`config.mk`:
```
export PLATFORM = sky130hd
export DESIGN_NAME = uart_tx_fifo_flat
export DESIGN_NICKNAME = d
export VERILOG_FILES = /design/src/rtl/uart_pkg.sv /design/src/rtl/uart_tx_fifo_if.sv /design/src/rtl/uart_byte_fifo.sv /design/src/rtl/uart_tx_fifo.sv /design/src/flat_wrapper.sv
export SDC_FILE = /design/constraint.sdc
export NUM_CORES = 1
export LEC_CHECK = 0
export CORE_ASPECT_RATIO = 0.8
export CORE_MARGIN = 5
export CORE_UTILIZATION = 53
export CTS_CLUSTER_DIAMETER = 30
export DETAILED_ROUTE_END_ITERATION = 12
export PLACE_DENSITY = 0.87
export REMOVE_ABC_BUFFERS = 1
export SLEW_MARGIN = 20
export SYNTH_ARGS = -nofsm -noshare
export SYNTH_HDL_FRONTEND = slang
export SYNTH_SLANG_ARGS = --single-unit
```
`constraint.sdc`:
```
create_clock -name i_Clock -period 2.8 [get_ports i_Clock]
set_input_delay 0.28 -clock i_Clock [delete_from_list [all_inputs] [get_ports i_Clock]]
set_output_delay 0.28 -clock i_Clock [all_outputs]
set_load 0.05 [all_outputs]
```
`src/rtl/uart_pkg.sv`:
```
// Shared UART definitions: byte width, dispatcher state encoding and the
// transmitter's state values so RX, TX and the TX FIFO agree on them.
package uart_pkg;

  localparam int UART_BYTE_W = 8;

  typedef enum logic {
    S_IDLE = 1'b0,
    S_BUSY = 1'b1
  } tx_fifo_state_t;

  localparam logic [2:0] TX_S_IDLE      = 3'b000;
  localparam logic [2:0] TX_S_START_BIT = 3'b001;
  localparam logic [2:0] TX_S_DATA_BITS = 3'b010;
  localparam logic [2:0] TX_S_STOP_BIT  = 3'b011;
  localparam logic [2:0] TX_S_CLEANUP   = 3'b100;

endpackage

```
`src/rtl/uart_tx_fifo_if.sv`:
```
// System-side push port and transmitter-side launch handshake of the TX FIFO.
interface uart_tx_fifo_if #(
  parameter int DEPTH = 16
) ();
  import uart_pkg::*;

  localparam int ADDR_W = $clog2(DEPTH);

  // Push: i_Wr_En is valid, !o_Full is ready; a byte transfers only when both
  // are high at a clock edge, a push while full is dropped and flagged by
  // o_Overflow. Launch: o_TX_DV is a one-cycle pulse with o_TX_Byte stable
  // until the next launch; the transmitter ends the transfer with i_TX_Done.
  logic                   i_Wr_En;
  logic [UART_BYTE_W-1:0] i_Wr_Byte;
  logic                   o_Full;
  logic                   o_Empty;
  logic [ADDR_W:0]        o_Count;
  logic                   o_Overflow;
  logic                   o_Idle;
  logic                   o_TX_DV;
  logic [UART_BYTE_W-1:0] o_TX_Byte;
  logic                   i_TX_Active;
  logic                   i_TX_Done;
  tx_fifo_state_t         o_State;

  modport slave (
    input  i_Wr_En, i_Wr_Byte, i_TX_Active, i_TX_Done,
    output o_Full, o_Empty, o_Count, o_Overflow, o_Idle,
    output o_TX_DV, o_TX_Byte, o_State
  );

  modport master (
    output i_Wr_En, i_Wr_Byte, i_TX_Active, i_TX_Done,
    input  o_Full, o_Empty, o_Count, o_Overflow, o_Idle,
    input  o_TX_DV, o_TX_Byte, o_State
  );

endinterface

```
`src/rtl/uart_byte_fifo.sv`:
```
// Synchronous circular byte buffer with count-decoded full/empty and a
// registered overflow pulse for pushes dropped while full.
module uart_byte_fifo
  import uart_pkg::*;
#(
  parameter int DEPTH = 16
) (
  input  logic                   i_Clock,
  input  logic                   i_Rst,
  input  logic                   i_Wr_En,
  input  logic [UART_BYTE_W-1:0] i_Wr_Byte,
  input  logic                   i_Rd_En,
  output logic [UART_BYTE_W-1:0] o_Rd_Byte,
  output logic                   o_Full,
  output logic                   o_Empty,
  output logic [$clog2(DEPTH):0] o_Count,
  output logic                   o_Overflow
);

  localparam int ADDR_W = $clog2(DEPTH);
  localparam logic [ADDR_W:0] C_FULL_COUNT = (ADDR_W + 1)'(DEPTH);

  logic [UART_BYTE_W-1:0] r_Mem [DEPTH];
  logic [ADDR_W-1:0]      r_Wr_Ptr;
  logic [ADDR_W-1:0]      r_Rd_Ptr;
  logic [ADDR_W:0]        r_Count;
  logic                   r_Overflow;
  logic                   w_full;
  logic                   w_empty;
  logic                   w_push;
  logic                   w_pop;

  assign w_full  = (r_Count == C_FULL_COUNT);
  assign w_empty = (r_Count == '0);
  // Full is judged on the registered count, so a same-cycle pop never frees room.
  assign w_push  = i_Wr_En && !w_full;
  assign w_pop   = i_Rd_En && !w_empty;

  always_ff @(posedge i_Clock) begin
    if (w_push) begin
      r_Mem[r_Wr_Ptr] <= i_Wr_Byte;
    end
  end

  always_ff @(posedge i_Clock) begin
    if (i_Rst) begin
      r_Wr_Ptr   <= '0;
      r_Rd_Ptr   <= '0;
      r_Count    <= '0;
      r_Overflow <= 1'b0;
    end else begin
      r_Overflow <= i_Wr_En && w_full;
      if (w_push) begin
        r_Wr_Ptr <= r_Wr_Ptr + 1'b1;
      end
      if (w_pop) begin
        r_Rd_Ptr <= r_Rd_Ptr + 1'b1;
      end
      case ({w_push, w_pop})
        2'b10:   r_Count <= r_Count + 1'b1;
        2'b01:   r_Count <= r_Count - 1'b1;
        default: r_Count <= r_Count;
      endcase
    end
  end

  assign o_Rd_Byte  = r_Mem[r_Rd_Ptr];
  assign o_Full     = w_full;
  assign o_Empty    = w_empty;
  assign o_Count    = r_Count;
  assign o_Overflow = r_Overflow;

endmodule

```
`src/rtl/uart_tx_fifo.sv`:
```
// Byte FIFO in front of the UART transmitter; a two-state dispatcher launches
// one stored byte at a time and waits for the transmitter's done pulse.
module uart_tx_fifo
  import uart_pkg::*;
#(
  parameter int DEPTH = 16
) (
  input  logic                i_Clock,
  input  logic                i_Rst,
  uart_tx_fifo_if.slave       bus
);

  localparam int ADDR_W = $clog2(DEPTH);

  tx_fifo_state_t         r_State;
  logic                   r_TX_DV;
  logic [UART_BYTE_W-1:0] r_TX_Byte;
  logic                   w_pop;
  logic [UART_BYTE_W-1:0] w_rd_byte;
  logic                   w_full;
  logic                   w_empty;
  logic [ADDR_W:0]        w_count;
  logic                   w_overflow;

  // Launch condition doubles as the FIFO pop; it only looks at registered count.
  assign w_pop = (r_State == S_IDLE) && !w_empty && !bus.i_TX_Active;

  uart_byte_fifo #(
    .DEPTH (DEPTH)
  ) u_byte_fifo (
    .i_Clock    (i_Clock),
    .i_Rst      (i_Rst),
    .i_Wr_En    (bus.i_Wr_En),
    .i_Wr_Byte  (bus.i_Wr_Byte),
    .i_Rd_En    (w_pop),
    .o_Rd_Byte  (w_rd_byte),
    .o_Full     (w_full),
    .o_Empty    (w_empty),
    .o_Count    (w_count),
    .o_Overflow (w_overflow)
  );

  always_ff @(posedge i_Clock) begin
    if (i_Rst) begin
      r_State   <= S_IDLE;
      r_TX_DV   <= 1'b0;
      r_TX_Byte <= '0;
    end else begin
      case (r_State)
        S_IDLE: begin
          r_TX_DV <= 1'b0;
          if (w_pop) begin
            r_TX_Byte <= w_rd_byte;
            r_TX_DV   <= 1'b1;
            r_State   <= S_BUSY;
          end
        end
        S_BUSY: begin
          r_TX_DV <= 1'b0;
          if (bus.i_TX_Done) begin
            r_State <= S_IDLE;
          end
        end
        default: begin
          r_TX_DV <= 1'b0;
          r_State <= S_IDLE;
        end
      endcase
    end
  end

  assign bus.o_Full     = w_full;
  assign bus.o_Empty    = w_empty;
  assign bus.o_Count    = w_count;
  assign bus.o_Overflow = w_overflow;
  assign bus.o_Idle     = w_empty && (r_State == S_IDLE) && !bus.i_TX_Active;
  assign bus.o_TX_DV    = r_TX_DV;
  assign bus.o_TX_Byte  = r_TX_Byte;
  assign bus.o_State    = r_State;

endmodule

```
`src/flat_wrapper.sv`:
```
// flat-port wrapper written by rule: the top's interface ports become plain ports
module uart_tx_fifo_flat import uart_pkg::*;
#(
  parameter int DEPTH = 16
)
  (i_Clock, i_Rst, bus_i_Wr_En, bus_i_Wr_Byte, bus_i_TX_Active, bus_i_TX_Done, bus_o_Full, bus_o_Empty, bus_o_Count, bus_o_Overflow, bus_o_Idle, bus_o_TX_DV, bus_o_TX_Byte, bus_o_State);
  uart_tx_fifo_if #(.DEPTH(DEPTH)) bus_i ();
  input  logic i_Clock;
  input  logic i_Rst;
  input wire logic [$bits(bus_i.i_Wr_En)-1:0] bus_i_Wr_En;
  input wire logic [$bits(bus_i.i_Wr_Byte)-1:0] bus_i_Wr_Byte;
  input wire logic [$bits(bus_i.i_TX_Active)-1:0] bus_i_TX_Active;
  input wire logic [$bits(bus_i.i_TX_Done)-1:0] bus_i_TX_Done;
  output wire logic [$bits(bus_i.o_Full)-1:0] bus_o_Full;
  output wire logic [$bits(bus_i.o_Empty)-1:0] bus_o_Empty;
  output wire logic [$bits(bus_i.o_Count)-1:0] bus_o_Count;
  output wire logic [$bits(bus_i.o_Overflow)-1:0] bus_o_Overflow;
  output wire logic [$bits(bus_i.o_Idle)-1:0] bus_o_Idle;
  output wire logic [$bits(bus_i.o_TX_DV)-1:0] bus_o_TX_DV;
  output wire logic [$bits(bus_i.o_TX_Byte)-1:0] bus_o_TX_Byte;
  output wire logic [$bits(bus_i.o_State)-1:0] bus_o_State;
  assign bus_i.i_Wr_En = bus_i_Wr_En;
  assign bus_i.i_Wr_Byte = bus_i_Wr_Byte;
  assign bus_i.i_TX_Active = bus_i_TX_Active;
  assign bus_i.i_TX_Done = bus_i_TX_Done;
  assign bus_o_Full = bus_i.o_Full;
  assign bus_o_Empty = bus_i.o_Empty;
  assign bus_o_Count = bus_i.o_Count;
  assign bus_o_Overflow = bus_i.o_Overflow;
  assign bus_o_Idle = bus_i.o_Idle;
  assign bus_o_TX_DV = bus_i.o_TX_DV;
  assign bus_o_TX_Byte = bus_i.o_TX_Byte;
  assign bus_o_State = bus_i.o_State;
  uart_tx_fifo #(.DEPTH(DEPTH)) u_core (.i_Clock(i_Clock), .i_Rst(i_Rst), .bus(bus_i));
endmodule
```
==> results.txt <==
The detailed router finished its first iteration with 404 violations. The repair_antennas step left the layout with diodes totalling 0. For the final-layout fill cell count, the log shows 782. The final period demand of the worst path is 2.71 ns. After clock tree synthesis, the clock-pin slew on the worst setup and hold paths is 0.06 ns.

The final core area utilization was 64.8%; the post-synthesis register bit count was 152. The tools report the pin count of the biggest net entering global routing as 26. Counting every instance in the synthesized netlist gives 399. Along the worst path, the maximum fanout reaches 4. Pin placement for this block handled 32 I/O pins.

By count the netlist is led by 128 x sky130_fd_sc_hd__edfxtp_1, 65 x sky130_fd_sc_hd__mux2i_1, 37 x sky130_fd_sc_hd__nor2_1. For the final database, setup skew stands at 0.00742 ns. With fillers left out, the area of the finished cells amounts to 7380 um^2. The critical setup path kind is flip-flop to flip-flop. The region available for standard cell placement spans 11400 um^2.

After detailed routing, the number of remaining DRC violations is 0. For this run, the register share of the synthesized area comes to 71.2%. The overall die area came out at 13700 um^2. The count of buffers added on input and output ports is 31. The final route contains 3580 vias. The simple-gate portion of the synthesized area was 6.88%. The run gives -0.158 ns as the worst slack after detailed placement.

From left edge to right edge, the die measures 130 um. The tree is rooted in a sky130_fd_sc_hd__clkbuf_16. Combinational family with the most area after synthesis: multiplexers. The synthesized netlist devotes 5.25% of its cell area to compound gates.

After floorplanning, the core was divided into 35 placement rows. For the pin with the worst max-slew slack, the measured transition is 0.721 ns. The setup-violating endpoint count in the final report came out at 0. TritonCTS built the clock tree. The path class of the tightest hold or removal check is input pin to flip-flop. Leading cell type by number of instances after synthesis: sky130_fd_sc_hd__edfxtp_1.

The flow ran to the end, and the final reports show no timing, DRC or antenna violations. Top cell type by total area after synthesis: sky130_fd_sc_hd__edfxtp_1. The fraction of final layout cells with drive strength greater than 1 works out to 16.0%.

The tools report the smallest hold slack as 0.450 ns. The total congestion overflow was 0; the global-route usage over all layers was 20.1%. The part of the cycle the worst path needs is 96.7%, and the mapped cell area is 6080 um^2. By area the synthesized netlist is led by sky130_fd_sc_hd__edfxtp_1 63%, sky130_fd_sc_hd__mux2i_1 11%, sky130_fd_sc_hd__dfxtp_1 7.9%. The worst setup margin was 0.0936 ns. The H-tree was split into 4 levels. Max-cap violations in this run came to 0. The fraction of the mapped netlist area in adder cells came out at 2.18%.

The initial antenna violation count is 0, and the reported leakage power is 2.38 nW. STA classifies the critical path startpoint as a flip-flop. After legalization and detailed placement, the total HPWL measured 8560 um. The number of warning messages in the yosys log is 0, and the required time at the worst-slack endpoint is 3.11 ns. The vertical die dimension came out at 106 um. The run gives 6690 um^2 as the placed instance area. The tools report the worst IR drop on VDD as 0.000433 V.

The mean instance size in the synthesized netlist was 15.2 um^2; the final count of hold timing violations was 0. The total area of multi-input combinational cells was 1640 um^2; the fmax was 0.369 GHz. Hold repair after CTS inserted 0 buffers. The tools report the number of global-route vias before repair as 3619.

For the number of max-slew violations in the final report, the log shows 0. The placer congestion estimate is 0.828, and the arrival time reported for the critical path endpoint is 3.02 ns. The later-pin clock latency in the skew report is 0.43 ns, and the non-filler instance count after layout is 617. The worst setup path is captured at a flip-flop. The most used flip-flop cell after synthesis is sky130_fd_sc_hd__edfxtp_1. The sequential cells in the finished layout cover a total of 4330 um^2. Measured against the total synthesized area, the mux share comes to 10.9%. For this run, asynchronously set or reset flops after synthesis account for 0%. The number of enable-type register cells in the synthesized netlist is 128. The logs give 584 for the cell count after placement and 51.8% for the worst slew margin relative to its limit. At the end of the flow, the number of nets in the layout was 479. For the sum of negative setup slack, the log shows 0 ns. Relative to the synthesized area, the layout overhead comes to 21.4%. For the number of sinks handled by clock tree synthesis, the log shows 152. After synthesis, the largest area contributor takes up 63.2% of total cell area. Once the floorplan was initialized, standard cells occupied 53.4% of the core. The routed design has 13100 um of wire.

The average vias per placed instance was 5.80; the post-synthesis cell type count was 36. The first global-routing pass estimated 20000 um of wire. The logs give 2 for the buffer depth of the longest clock path and 5 for the count of TritonRoute iterations in the first routing pass. The final routed wire length divided by cell count came out at 21.3 um.

In this run the power density over the cells is 938 nW/um^2. The design draws 6.92 mW. Clock tree synthesis inserted a total of 17 buffers. Once detail routing completed, the nets flagged for antenna violations numbered 0. Summing the areas of all xor and xnor instances in the mapped netlist gives 1.15% of the synthesized area.
## cells by family (layout without fill, tap and decap cells)
group,Yosys count,after routing
flops,152,152
xor+xnor,8,8
compound gates,50,50
simple gates,82,82
mux,66,66
buf+inv,31,101
fa+ha+maj,10,10
## final timing paths
kind | start | end | slack [ns] | cells past startpoint
max | u_core.u_byte_fifo.o_Count[3] | u_core.u_byte_fifo.o_Count[4] | 0.09 | 12
min | bus_i_Wr_En | u_core.u_byte_fifo.o_Overflow | 0.45 | 2
min reg2reg | u_core.bus.o_TX_Byte[1] | u_core.bus.o_TX_Byte[1] | 0.51 | 2
max reg2reg | u_core.u_byte_fifo.o_Count[3] | u_core.u_byte_fifo.o_Count[4] | 0.09 | 12
## flip-flops by register name (all words and copies together), names as in the netlist
name                           cells
u_core.bus.o_State                 1
u_core.u_byte_fifo.o_Count         5
u_core.u_byte_fifo.r_Wr_Ptr        4
u_core.bus.o_TX_DV                 1
u_core.u_byte_fifo.r_Rd_Ptr        4
u_core.u_byte_fifo.o_Overflow      1
u_core.bus.o_TX_Byte               8
u_core.u_byte_fifo.r_Mem         128
## routing by layer
| metal | share of wire, % | up-vias | global-route usage (%) | routed length, um |
|---|---|---|---|---|
| met1 | 40 | 1751 | 26.0 | 5290 |
| met3 | 9.1 | 31 | 6.59 | 1200 |
| li1 | - | 1639 | - | - |
| met4 | 2.5 | 0 | 8.61 | 326 |
| met2 | 48 | 159 | 31.0 | 6340 |
| met5 | 0 | - | 0 | 0 |
## timing repair
| item | 4_1_cts | 5_1_grt |
|---|---|---|
| pin swaps | 0 | 4 |
| endpoints found under the hold margin | 0 | 0 |
| endpoints found under the setup margin | 1 | 1 |
| resized for setup | 2 | 8 |
| setup buffers | 0 | 1 |
## worst max-delay path: stages (launching register included)
cell and delay [ns]:
sky130_fd_sc_hd__dfxtp_4 0.37, sky130_fd_sc_hd__nor4_4 0.32, sky130_fd_sc_hd__and2_4 0.20, sky130_fd_sc_hd__or3_4 0.12, sky130_fd_sc_hd__inv_2 0.04, sky130_fd_sc_hd__ha_2 0.18
sky130_fd_sc_hd__buf_4 0.14, sky130_fd_sc_hd__ha_4 0.21, sky130_fd_sc_hd__nor2b_4 0.13, sky130_fd_sc_hd__o21ai_2 0.15, sky130_fd_sc_hd__a21oi_1 0.08, sky130_fd_sc_hd__or3b_1 0.38
sky130_fd_sc_hd__mux2_2 0.28
## report_power, final
group | internal, mW | leakage [nW] | switching, mW
combinational | 0.682 | 0.720 | 1.07
sequential | 2.61 | 1.35 | 0.115
clock | 1.52 | 0.303 | 0.919
## area by class of cell
cell class | instances | area share, %
Inverter | 10 | 0.509
Timing Repair Buffer | 59 | 7.39
Clock buffer | 18 | 5.95
Clock inverter | 14 | 2.66
Multi-Input combinational cell | 216 | 22.3
Sequential cell | 152 | 58.7
Tap cell | 148 | 2.51
## placed cells by master (no fill, tap or decap), types with 3 or more instances in the layout
cell	netlist	routed
sky130_fd_sc_hd__nor3_1	5	5
sky130_fd_sc_hd__inv_1	9	9
sky130_fd_sc_hd__mux2i_1	65	65
sky130_fd_sc_hd__clkinvlp_4	0	3
sky130_fd_sc_hd__clkdlybuf4s50_1	0	31
sky130_fd_sc_hd__inv_6	0	3
sky130_fd_sc_hd__nor2_1	37	37
sky130_fd_sc_hd__nand3b_1	3	3
sky130_fd_sc_hd__a211oi_1	8	8
sky130_fd_sc_hd__o22ai_1	32	32
sky130_fd_sc_hd__a21oi_1	7	7
sky130_fd_sc_hd__nand2b_1	3	3
sky130_fd_sc_hd__dfxtp_1	24	22
sky130_fd_sc_hd__nor4_1	8	8
sky130_fd_sc_hd__ha_1	9	6
sky130_fd_sc_hd__clkbuf_16	0	17
sky130_fd_sc_hd__xnor2_1	3	3
sky130_fd_sc_hd__bufinv_16	0	4
sky130_fd_sc_hd__xor2_1	5	5
sky130_fd_sc_hd__edfxtp_1	128	128
sky130_fd_sc_hd__nand2_1	11	11
sky130_fd_sc_hd__buf_4	6	26
Power figures use the tool's default switching activity.
